**config.mk**
```make
export PLATFORM = sky130hd
export DESIGN_NAME = iterative_fft
export DESIGN_NICKNAME = d
export VERILOG_FILES = /design/src/rtl/fft_pkg.sv /design/src/rtl/fft_butterfly.sv /design/src/rtl/iterative_fft.sv
export SDC_FILE = /design/constraint.sdc
export NUM_CORES = 1
export LEC_CHECK = 0
export CORE_ASPECT_RATIO = 1.75
export CORE_MARGIN = 1.5
export CORE_UTILIZATION = 55
export DETAILED_ROUTE_END_ITERATION = 8
export PLACE_DENSITY = 0.73
export REMOVE_ABC_BUFFERS = 1
export SETUP_SLACK_MARGIN = 0.5
export SYNTH_ARGS = -nofsm -noshare
export SYNTH_HDL_FRONTEND = slang
export SYNTH_SLANG_ARGS = --single-unit
```
**constraint.sdc**
```tcl
create_clock -name clk -period 11.2 [get_ports clk]
set_clock_uncertainty 0.1 [all_clocks]
set_input_delay 2.24 -clock clk [delete_from_list [all_inputs] [get_ports clk]]
set_output_delay 2.24 -clock clk [all_outputs]
set_load 0.01 [all_outputs]
```
**src/rtl/fft_pkg.sv**
```systemverilog
// Shared types and elaboration-time helpers for the iterative FFT core.
// Twiddles are built from an integer Taylor series so no real math is needed at elaboration.
package fft_pkg;

    localparam int BIT_INT  = 8;
    localparam int BIT_FRAC = 8;

    localparam int     TWW      = 32;
    localparam int     ANG_FRAC = 28;
    localparam longint PI_Q     = 64'sd843314857;

    typedef enum logic [1:0] {
        S_LOAD = 2'd0,
        S_CALC = 2'd1,
        S_OUT  = 2'd2
    } state_t;

    typedef struct packed {
        logic signed [TWW-1:0] re;
        logic signed [TWW-1:0] im;
    } cplx_t;

    function automatic logic [31:0] bitrev(input logic [31:0] v, input int bits);
        logic [31:0] r;
        r = '0;
        for (int q = 0; q < bits; q++) begin
            r[q] = v[bits-1-q];
        end
        return r;
    endfunction

    // Forward twiddle e^(-j*2*pi*t/n) rounded to a 2^frac scale; angle kept in Q28.
    function automatic cplx_t twiddle(input int t, input int n, input int frac);
        longint th;
        longint th2;
        longint term;
        longint c;
        longint s;
        longint half;
        cplx_t  r;
        th   = (PI_Q * 64'sd2 * longint'(t)) / longint'(n);
        th2  = (th * th) >>> ANG_FRAC;
        c    = 64'sd1 <<< ANG_FRAC;
        term = c;
        for (int k = 1; k < 16; k++) begin
            term = -(((term * th2) >>> ANG_FRAC) / longint'((2 * k - 1) * (2 * k)));
            c    = c + term;
        end
        s    = th;
        term = th;
        for (int k = 1; k < 16; k++) begin
            term = -(((term * th2) >>> ANG_FRAC) / longint'((2 * k) * (2 * k + 1)));
            s    = s + term;
        end
        half = 64'sd1 <<< (ANG_FRAC - 1 - frac);
        r.re = TWW'((c + half) >>> (ANG_FRAC - frac));
        r.im = TWW'(-((s + half) >>> (ANG_FRAC - frac)));
        return r;
    endfunction

endpackage

```
**src/rtl/fft_butterfly.sv**
```systemverilog
// Radix-2 DIT butterfly: x = a + b*w, y = a - b*w, product floored back to the sample scale.
// The twiddle arrives in forward form and is conjugated here for the inverse transform.
module fft_butterfly #(
    parameter int OW   = 19,
    parameter int TWW  = 32,
    parameter int FRAC = 8
) (
    input  logic signed [OW-1:0]  i_a_re,
    input  logic signed [OW-1:0]  i_a_im,
    input  logic signed [OW-1:0]  i_b_re,
    input  logic signed [OW-1:0]  i_b_im,
    input  logic signed [TWW-1:0] i_tw_re,
    input  logic signed [TWW-1:0] i_tw_im,
    input  logic                  i_inv,
    output logic signed [OW-1:0]  o_x_re,
    output logic signed [OW-1:0]  o_x_im,
    output logic signed [OW-1:0]  o_y_re,
    output logic signed [OW-1:0]  o_y_im
);

    localparam int PW = OW + TWW + 2;

    logic signed [PW-1:0] w_br;
    logic signed [PW-1:0] w_bi;
    logic signed [PW-1:0] w_wr;
    logic signed [PW-1:0] w_wi;
    logic signed [PW-1:0] w_pr_full;
    logic signed [PW-1:0] w_pi_full;
    logic signed [OW-1:0] w_pr;
    logic signed [OW-1:0] w_pi;

    always_comb begin
        w_br      = PW'(i_b_re);
        w_bi      = PW'(i_b_im);
        w_wr      = PW'(i_tw_re);
        w_wi      = i_inv ? -PW'(i_tw_im) : PW'(i_tw_im);
        w_pr_full = (w_br * w_wr) - (w_bi * w_wi);
        w_pi_full = (w_br * w_wi) + (w_bi * w_wr);
        w_pr      = OW'(w_pr_full >>> FRAC);
        w_pi      = OW'(w_pi_full >>> FRAC);
        o_x_re    = i_a_re + w_pr;
        o_x_im    = i_a_im + w_pi;
        o_y_re    = i_a_re - w_pr;
        o_y_im    = i_a_im - w_pi;
    end

endmodule

```
**src/rtl/iterative_fft.sv**
```systemverilog
// Iterative radix-2 DIT FFT/IFFT: one shared butterfly walks LOGN stages over an in-place
// register array. Samples load at bit-reversed addresses, bins unload in natural order.
module iterative_fft
    import fft_pkg::*;
#(
    parameter int  N    = 4,
    parameter int  W    = BIT_INT + BIT_FRAC,
    parameter int  FRAC = BIT_FRAC,
    localparam int LOGN = $clog2(N),
    localparam int OW   = W + 1 + LOGN
) (
    input  logic                 clk,
    input  logic                 rst,
    input  logic                 inv,
    input  logic                 in_valid,
    output logic                 in_ready,
    input  logic signed [W:0]    in_re,
    input  logic signed [W:0]    in_im,
    output logic                 out_valid,
    input  logic                 out_ready,
    output logic signed [OW-1:0] out_re,
    output logic signed [OW-1:0] out_im,
    output logic [LOGN-1:0]      out_idx,
    output logic                 out_last,
    output logic                 busy
);
    // state  | meaning
    // S_LOAD | accepting samples, each written at its bit-reversed address
    // S_CALC | one in-place butterfly per cycle, stage by stage
    // S_OUT  | presenting bin k = 0..N-1, advancing on out_ready

    localparam int BW = (LOGN > 1) ? LOGN - 1 : 1;
    localparam int SW = (LOGN > 1) ? $clog2(LOGN) : 1;

    state_t               r_state;
    logic [LOGN-1:0]      r_n;
    logic [LOGN-1:0]      r_k;
    logic [SW-1:0]        r_stage;
    logic [BW-1:0]        r_bfly;
    logic                 r_mode;
    logic signed [OW-1:0] r_mem_re [N];
    logic signed [OW-1:0] r_mem_im [N];

    cplx_t                w_rom [N/2];
    cplx_t                w_tw;
    logic                 w_accept;
    logic [LOGN-1:0]      w_load_addr;
    logic [LOGN-1:0]      w_b_ext;
    logic [LOGN-1:0]      w_span;
    logic [LOGN-1:0]      w_pos;
    logic [LOGN-1:0]      w_grp;
    logic [LOGN-1:0]      w_idx_i;
    logic [LOGN-1:0]      w_idx_j;
    logic [BW-1:0]        w_tw_idx;
    logic signed [OW-1:0] w_x_re;
    logic signed [OW-1:0] w_x_im;
    logic signed [OW-1:0] w_y_re;
    logic signed [OW-1:0] w_y_im;

    for (genvar g = 0; g < N/2; g++) begin : g_rom
        localparam cplx_t TW = twiddle(g, N, FRAC);
        assign w_rom[g] = TW;
    end

    assign w_accept    = (r_state == S_LOAD) && in_valid;
    assign w_load_addr = LOGN'(bitrev(32'(r_n), LOGN));

    // Butterfly b of stage s pairs i and i+span inside group b>>s.
    always_comb begin
        w_b_ext  = LOGN'(r_bfly);
        w_span   = LOGN'(1) << r_stage;
        w_pos    = w_b_ext & (w_span - LOGN'(1));
        w_grp    = w_b_ext >> r_stage;
        w_idx_i  = ((w_grp << r_stage) << 1) | w_pos;
        w_idx_j  = w_idx_i | w_span;
        w_tw_idx = BW'(w_pos << (LOGN - 1 - int'(r_stage)));
    end

    assign w_tw = w_rom[w_tw_idx];

    fft_butterfly #(
        .OW   (OW),
        .TWW  (TWW),
        .FRAC (FRAC)
    ) u_bfly (
        .i_a_re  (r_mem_re[w_idx_i]),
        .i_a_im  (r_mem_im[w_idx_i]),
        .i_b_re  (r_mem_re[w_idx_j]),
        .i_b_im  (r_mem_im[w_idx_j]),
        .i_tw_re (w_tw.re),
        .i_tw_im (w_tw.im),
        .i_inv   (r_mode),
        .o_x_re  (w_x_re),
        .o_x_im  (w_x_im),
        .o_y_re  (w_y_re),
        .o_y_im  (w_y_im)
    );

    always_ff @(posedge clk) begin
        if (rst) begin
            r_state <= S_LOAD;
            r_n     <= '0;
            r_k     <= '0;
            r_stage <= '0;
            r_bfly  <= '0;
            r_mode  <= 1'b0;
        end else begin
            case (r_state)
                S_LOAD: begin
                    if (in_valid) begin
                        if (r_n == '0) begin
                            r_mode <= inv;
                        end
                        if (r_n == LOGN'(N - 1)) begin
                            r_n     <= '0;
                            r_state <= S_CALC;
                        end else begin
                            r_n <= r_n + LOGN'(1);
                        end
                    end
                end
                S_CALC: begin
                    if (r_bfly == BW'(N/2 - 1)) begin
                        r_bfly <= '0;
                        if (r_stage == SW'(LOGN - 1)) begin
                            r_stage <= '0;
                            r_state <= S_OUT;
                        end else begin
                            r_stage <= r_stage + SW'(1);
                        end
                    end else begin
                        r_bfly <= r_bfly + BW'(1);
                    end
                end
                S_OUT: begin
                    if (out_ready) begin
                        if (r_k == LOGN'(N - 1)) begin
                            r_k     <= '0;
                            r_state <= S_LOAD;
                        end else begin
                            r_k <= r_k + LOGN'(1);
                        end
                    end
                end
                default: r_state <= S_LOAD;
            endcase
        end
    end

    // Sample store has no reset; every frame overwrites all N entries before use.
    always_ff @(posedge clk) begin
        if (w_accept) begin
            r_mem_re[w_load_addr] <= OW'(in_re);
            r_mem_im[w_load_addr] <= OW'(in_im);
        end else if (r_state == S_CALC) begin
            r_mem_re[w_idx_i] <= w_x_re;
            r_mem_im[w_idx_i] <= w_x_im;
            r_mem_re[w_idx_j] <= w_y_re;
            r_mem_im[w_idx_j] <= w_y_im;
        end
    end

    assign in_ready  = (r_state == S_LOAD);
    assign out_valid = (r_state == S_OUT);
    assign busy      = (r_state != S_LOAD);
    assign out_idx   = r_k;
    assign out_last  = out_valid && (r_k == LOGN'(N - 1));
    assign out_re    = out_valid ? r_mem_re[r_k] : '0;
    assign out_im    = out_valid ? r_mem_im[r_k] : '0;

endmodule

```
==> metrics.txt, run 1 <==
status complete, no violations; Chip Width 156 µm; RSZ-0062 raised after global routing no; Clock Root Buffer clkbuf_16; # Max-Cap Violations 0; Final GP Congestion between 0.9 and 1; H-tree levels 4; number of flops mapped to enable cells by yosys roughly 150; setup bufs post-CTS 0; chip height approximately 270 µm; largest net degree at the start of global routing ~100; routed vias between 15000 and 20000; Final Util 60.3%; Clock Tree Buf Depth 2; Via density 5.87; Leak Pwr 10.7 nW; Final Hold Vio Count 0; critical path class reg2reg; FMAX 0.102 GHz; Inserted Clock Buffers 17; diodes inserted 0; period utilization roughly 88%; TritonCTS clock tree yes; clock sinks 163; Crit. End Element flop; Worst setup SP type flop; clk_lat worst skew approximately 460 ps; Routed WL 62100 µm; HPWL after DPL between 40000 and 50000 µm; remaining antenna violation count 0; count of different cell masters after synthesis 79; R2R Setup Slk 1380 ps; final max-slew violation count 0; placed standard-cell area around 24000 µm²; drt first pass iters 6; Critical-path top delay cell fa_1; # resized after CTS 0; row count between 90 and 100; PwrDens roughly 130 nW/µm²; Hold Buf Count CTS 0; #FFs+latches synth 163; DR WL/cell 21.2 µm; critical path required time 11280 ps; Synth Instances approximately 2300; Placeable Area 40700 µm²; die area 42300 µm²; Max-slew headroom 12.9%; drt drc 0; register area share after synthesis 21.2%; most frequently used flop master after synthesis edfxtp_1; GR Overflow Total 0; placed instance count between 2000 and 3000; starting density of the core 55.5%; post-route design area 24500 µm²; endpoints failing setup 0; Crit path max-delay family adder cells; commonest cells in the netlist inv_1, ha_1, fa_1; drt initial violations slightly above 900; main area contributors after synthesis edfxtp_1, fa_1, ha_1; Area Growth Syn to Fin 8.68%; fillers 3569; first-pass GRT wire length 96600 µm; Yosys top cell area share 20.2%; layout cell share with drive strength beyond 1 under 10%; initial antenna violation count 0; CP peak stage delay 850 ps; Fin Setup TNS 0 ps; vias in the first global route 17900; final worst setup slack 1380 ps; min Tclk post-route 9820 ps; Worst-path clk slew 70 ps; Post-Syn Area 22600 µm²; I/O pins just over 80; GRT Total Usage 30.4%; cell taking the most area after synthesis edfxtp_1; setup slack at placement 1420 ps; top-count cell post-synth inv_1; asr flop ratio synth 0%; Hold Crit Class reg2reg; Crit path buffers/inverters 6; Syn. warnings 0; Syn Area/Cell approximately 9.6 µm²; CP Max Fanout 38; NumNets Final 2883; smallest hold slack 415 ps; crit path DAT 9900 ps; Least-Margin Pin Slew ~1300 ps; IO Port Bufs 82; Layout Cells excl Fill 2933; worst vdd ir 0.111 mV; total power 3.25 mW
## where the power goes
group	internal [mW]	total, mW	switching [mW]
clock	0.308	0.587	0.280
sequential	0.697	0.714	0.0171
combinational	0.791	1.95	1.16
## placed cells by master, fill, tap and decap left out, types with 82 or more instances in the layout
| master | synthesis | layout |
|---|---|---|
| a21oi_1 | 150 | 150 |
| clkdlybuf4s50_1 | 0 | 82 |
| edfxtp_1 | 152 | 152 |
| fa_1 | 197 | 197 |
| ha_1 | 277 | 277 |
| inv_1 | 369 | 369 |
| mux2i_1 | 148 | 148 |
| nand2_1 | 136 | 136 |
| nor2_1 | 165 | 161 |
| xnor2_1 | 118 | 118 |
## layer usage
metal	routed length, µm	GRT usage, %	vias to the layer above
met5	0	0	-
met4	4260	18.9	0
met3	2320	2.72	156
met2	32000	53.6	491
met1	23500	35.1	8586
li1	-	-	7988
## path summary, 6_finish.rpt
check              from         endpoint  depth (start not counted)
min reg2reg  out_idx[1]             flop                          2
max             r_stage  r_mem_re[1][18]                         33
max reg2reg     r_stage  r_mem_re[1][18]                         33
min          out_idx[1]             flop                          2
## worst min-delay path, cell delays in order, from the launching register on
cell     delay [ps]
dfxtp_1         330
nand2_1          60
a21oi_1          80
## state kept, by name (all words and copies together), names as in the netlist, named ones only
name	flops
out_idx	2
r_bfly	1
r_mem_im	76
r_mem_re	76
r_mode	1
r_n	2
r_stage	1
r_state	2
## final cells by class
class / instances / area [µm²] / share of cell area, %
clock buffers: 17 / 425 / 1.73
clock inverters: 15 / 133 / 0.541
multi-input cells: 1717 / 16100 / 65.7
inverters: 370 / 1390 / 5.66
flip-flops and latches: 163 / 4790 / 19.5
well taps: 550 / 688 / 2.80
repair buffers: 101 / 976 / 3.98
## cell families after synthesis
| logic type | Yosys count | share of synthesized area (%) |
|---|---|---|
| XOR/XNOR | 152 | 5.96 |
| buffers and inverters | 468 | 7.83 |
| adder cells (fa/ha/maj) | 474 | 32.8 |
| flip-flops | 163 | 21.2 |
| other | 1 | 0.0166 |
| AND/OR/NAND/NOR | 519 | 10.9 |
| AO/OA/AOI/OAI | 381 | 10.6 |
| multiplexers | 189 | 10.7 |
(Power assumes the default switching activity.)
==> run 2: changes to the inputs <==
--- a/config.mk
+++ b/config.mk
@@ -10,7 +10,6 @@
 export CORE_UTILIZATION = 55
 export DETAILED_ROUTE_END_ITERATION = 8
 export PLACE_DENSITY = 0.73
-export REMOVE_ABC_BUFFERS = 1
 export SETUP_SLACK_MARGIN = 0.5
 export SYNTH_ARGS = -nofsm -noshare
 export SYNTH_HDL_FRONTEND = slang
==> metrics.txt, run 2 (same netlist as run 1, synthesis figures left out) <==
status complete, no violations; drt first pass iters 5 (-1); GRT Total Usage 31.9% (+1.5 points); Leak Pwr 10.7 nW (+0.13%); total power 3.34 mW (+2.6%); Final Hold Vio Count 0 (unchanged); Final GP Congestion 0.948 (+2.5%); multi-input logic area 16100 µm² (about the same); top flop regs r_mem_im x76, r_mem_re x76; H-tree levels 4 (unchanged); I/O pins 83 (unchanged); DR WL/cell 22.2 µm (+4.9%); remaining antenna violation count 0 (unchanged); commonest non-fill, non-tap cell in the layout inv_1; final worst setup slack 1400 ps (+20.9 ps); CP Max Fanout 34 (-11%); fillers 3488 (-2.3%); clock sinks 163 (unchanged); Routed WL 65200 µm (+5.0%); Clock Root Buffer clkbuf_16; die area 42300 µm² (unchanged); final max-slew violation count 0 (unchanged); period utilization 87.5% (-0.19 points); setup bufs post-CTS 0 (unchanged); Placeable Area 40700 µm² (unchanged); Inserted Clock Buffers 17 (unchanged); Least-Margin Pin Slew 1220 ps (-85.0 ps); drt drc 0 (unchanged); FMAX 0.102 GHz (+0.21%); min Tclk post-route 9800 ps (-20.9 ps); worst vdd ir 0.165 mV (+48%); crit path DAT 9900 ps (about the same); Crit. End Element flop; first-pass GRT wire length 101000 µm (+4.2%); row count 98 (unchanged); Critical-path top delay cell fa_1; chip height 271 µm (unchanged); vias in the first global route 18800 (+4.7%); Hold Buf Count CTS 0 (unchanged); layout cell share with drive strength beyond 1 5.54% (+0.082 points); # resized after CTS 0 (unchanged); clk_lat worst skew 470 ps (about the same); # Max-Cap Violations 0 (unchanged); IO Port Bufs 82 (unchanged); critical path class reg2reg; PwrDens 136 nW/µm² (+2.5%); GR Overflow Total 0 (unchanged); Worst-path clk slew 80 ps (about the same); NumNets Final 2885 (+0.069%); drt initial violations 983 (+6.0%); Register Area 4790 µm² (unchanged); Worst setup SP type flop; Fin Setup TNS 0 ps (unchanged); endpoints failing setup 0 (unchanged); starting density of the core 55.5% (unchanged); Area Growth Syn to Fin 8.83%; Via density 5.93 (+0.94%); routed vias 17400 (+1.0%); CP peak stage delay 870 ps (+20 ps); HPWL after DPL 50300 µm (+6.5%); Hold Crit Class reg2reg; critical path required time 11300 ps (+20 ps); Max-slew headroom 18.5% (+5.7 points); setup slack at placement 1510 ps (+95.2 ps); RSZ-0062 raised after global routing no; Clock Tree Buf Depth 2 (unchanged); TritonCTS clock tree yes; largest net degree at the start of global routing 60 (-42%); Chip Width 156 µm (unchanged); initial antenna violation count 1 (+1); most frequent cells in the layout inv_1, ha_1, fa_1
run 2: routing by layer:
| metal | track usage, % | up-vias | part of all wire, % |
|---|---|---|---|
| li1 | - | 7983 | - |
| met1 | 32.5 | 8552 | 34 |
| met2 | 59.7 | 628 | 55 |
| met3 | 4.28 | 231 | 5.1 |
| met4 | 20.8 | 0 | 6.4 |
| met5 | 0 | - | 0 |
run 2: critical path: cells and delay by family (launching register included):
kind,cells,cell delay [ps]
AO/OA/AOI/OAI,10,2190
XOR/XNOR,2,370
adder cells (fa/ha/maj),10,4590
buffers and inverters,6,750
flip-flops,1,530
multiplexers,1,200
AND/OR/NAND/NOR,4,820
run 2: cell type report:
class / count / area share [%]
repair buffers: 103 / 3.99
well taps: 550 / 2.80
flip-flops and latches: 163 / 19.5
clock buffers: 17 / 1.73
inverters: 370 / 5.65
multi-input cells: 1717 / 65.6
diodes: 1 / 0.0102
clock inverters: 14 / 0.662
run 2: power by group:
part           switching, mW  leakage (nW)  internal [mW]  total [mW]
Clock                  0.306         0.279          0.317       0.623
Sequential            0.0169          1.49          0.697       0.713
Combinational           1.21          8.96          0.792        2.00
run 2: metrics by stage:
stage          instance area [µm²]  utilization, %  cells  hold WS, ps
2_1_floorplan                22600               -   2348          358
3_3_place_gp                 24000            58.9   2902          388
3_5_place_dp                 24000            58.9   2903          392
5_1_grt                      24600            60.3   2934          440
6_report                     24600            60.3   2935          407
4_1_cts                      24600            60.3   2934          406
run 2: final timing paths:
check | from | endpoint | slack (ps) | cells after the start
worst max register to register | r_bfly | r_mem_re[1][18] | 1400 | 33
worst min-delay path | out_idx[1] | flop | 410 | 2
worst max-delay path | r_bfly | r_mem_re[1][18] | 1400 | 33
worst min register to register | out_idx[1] | flop | 410 | 2
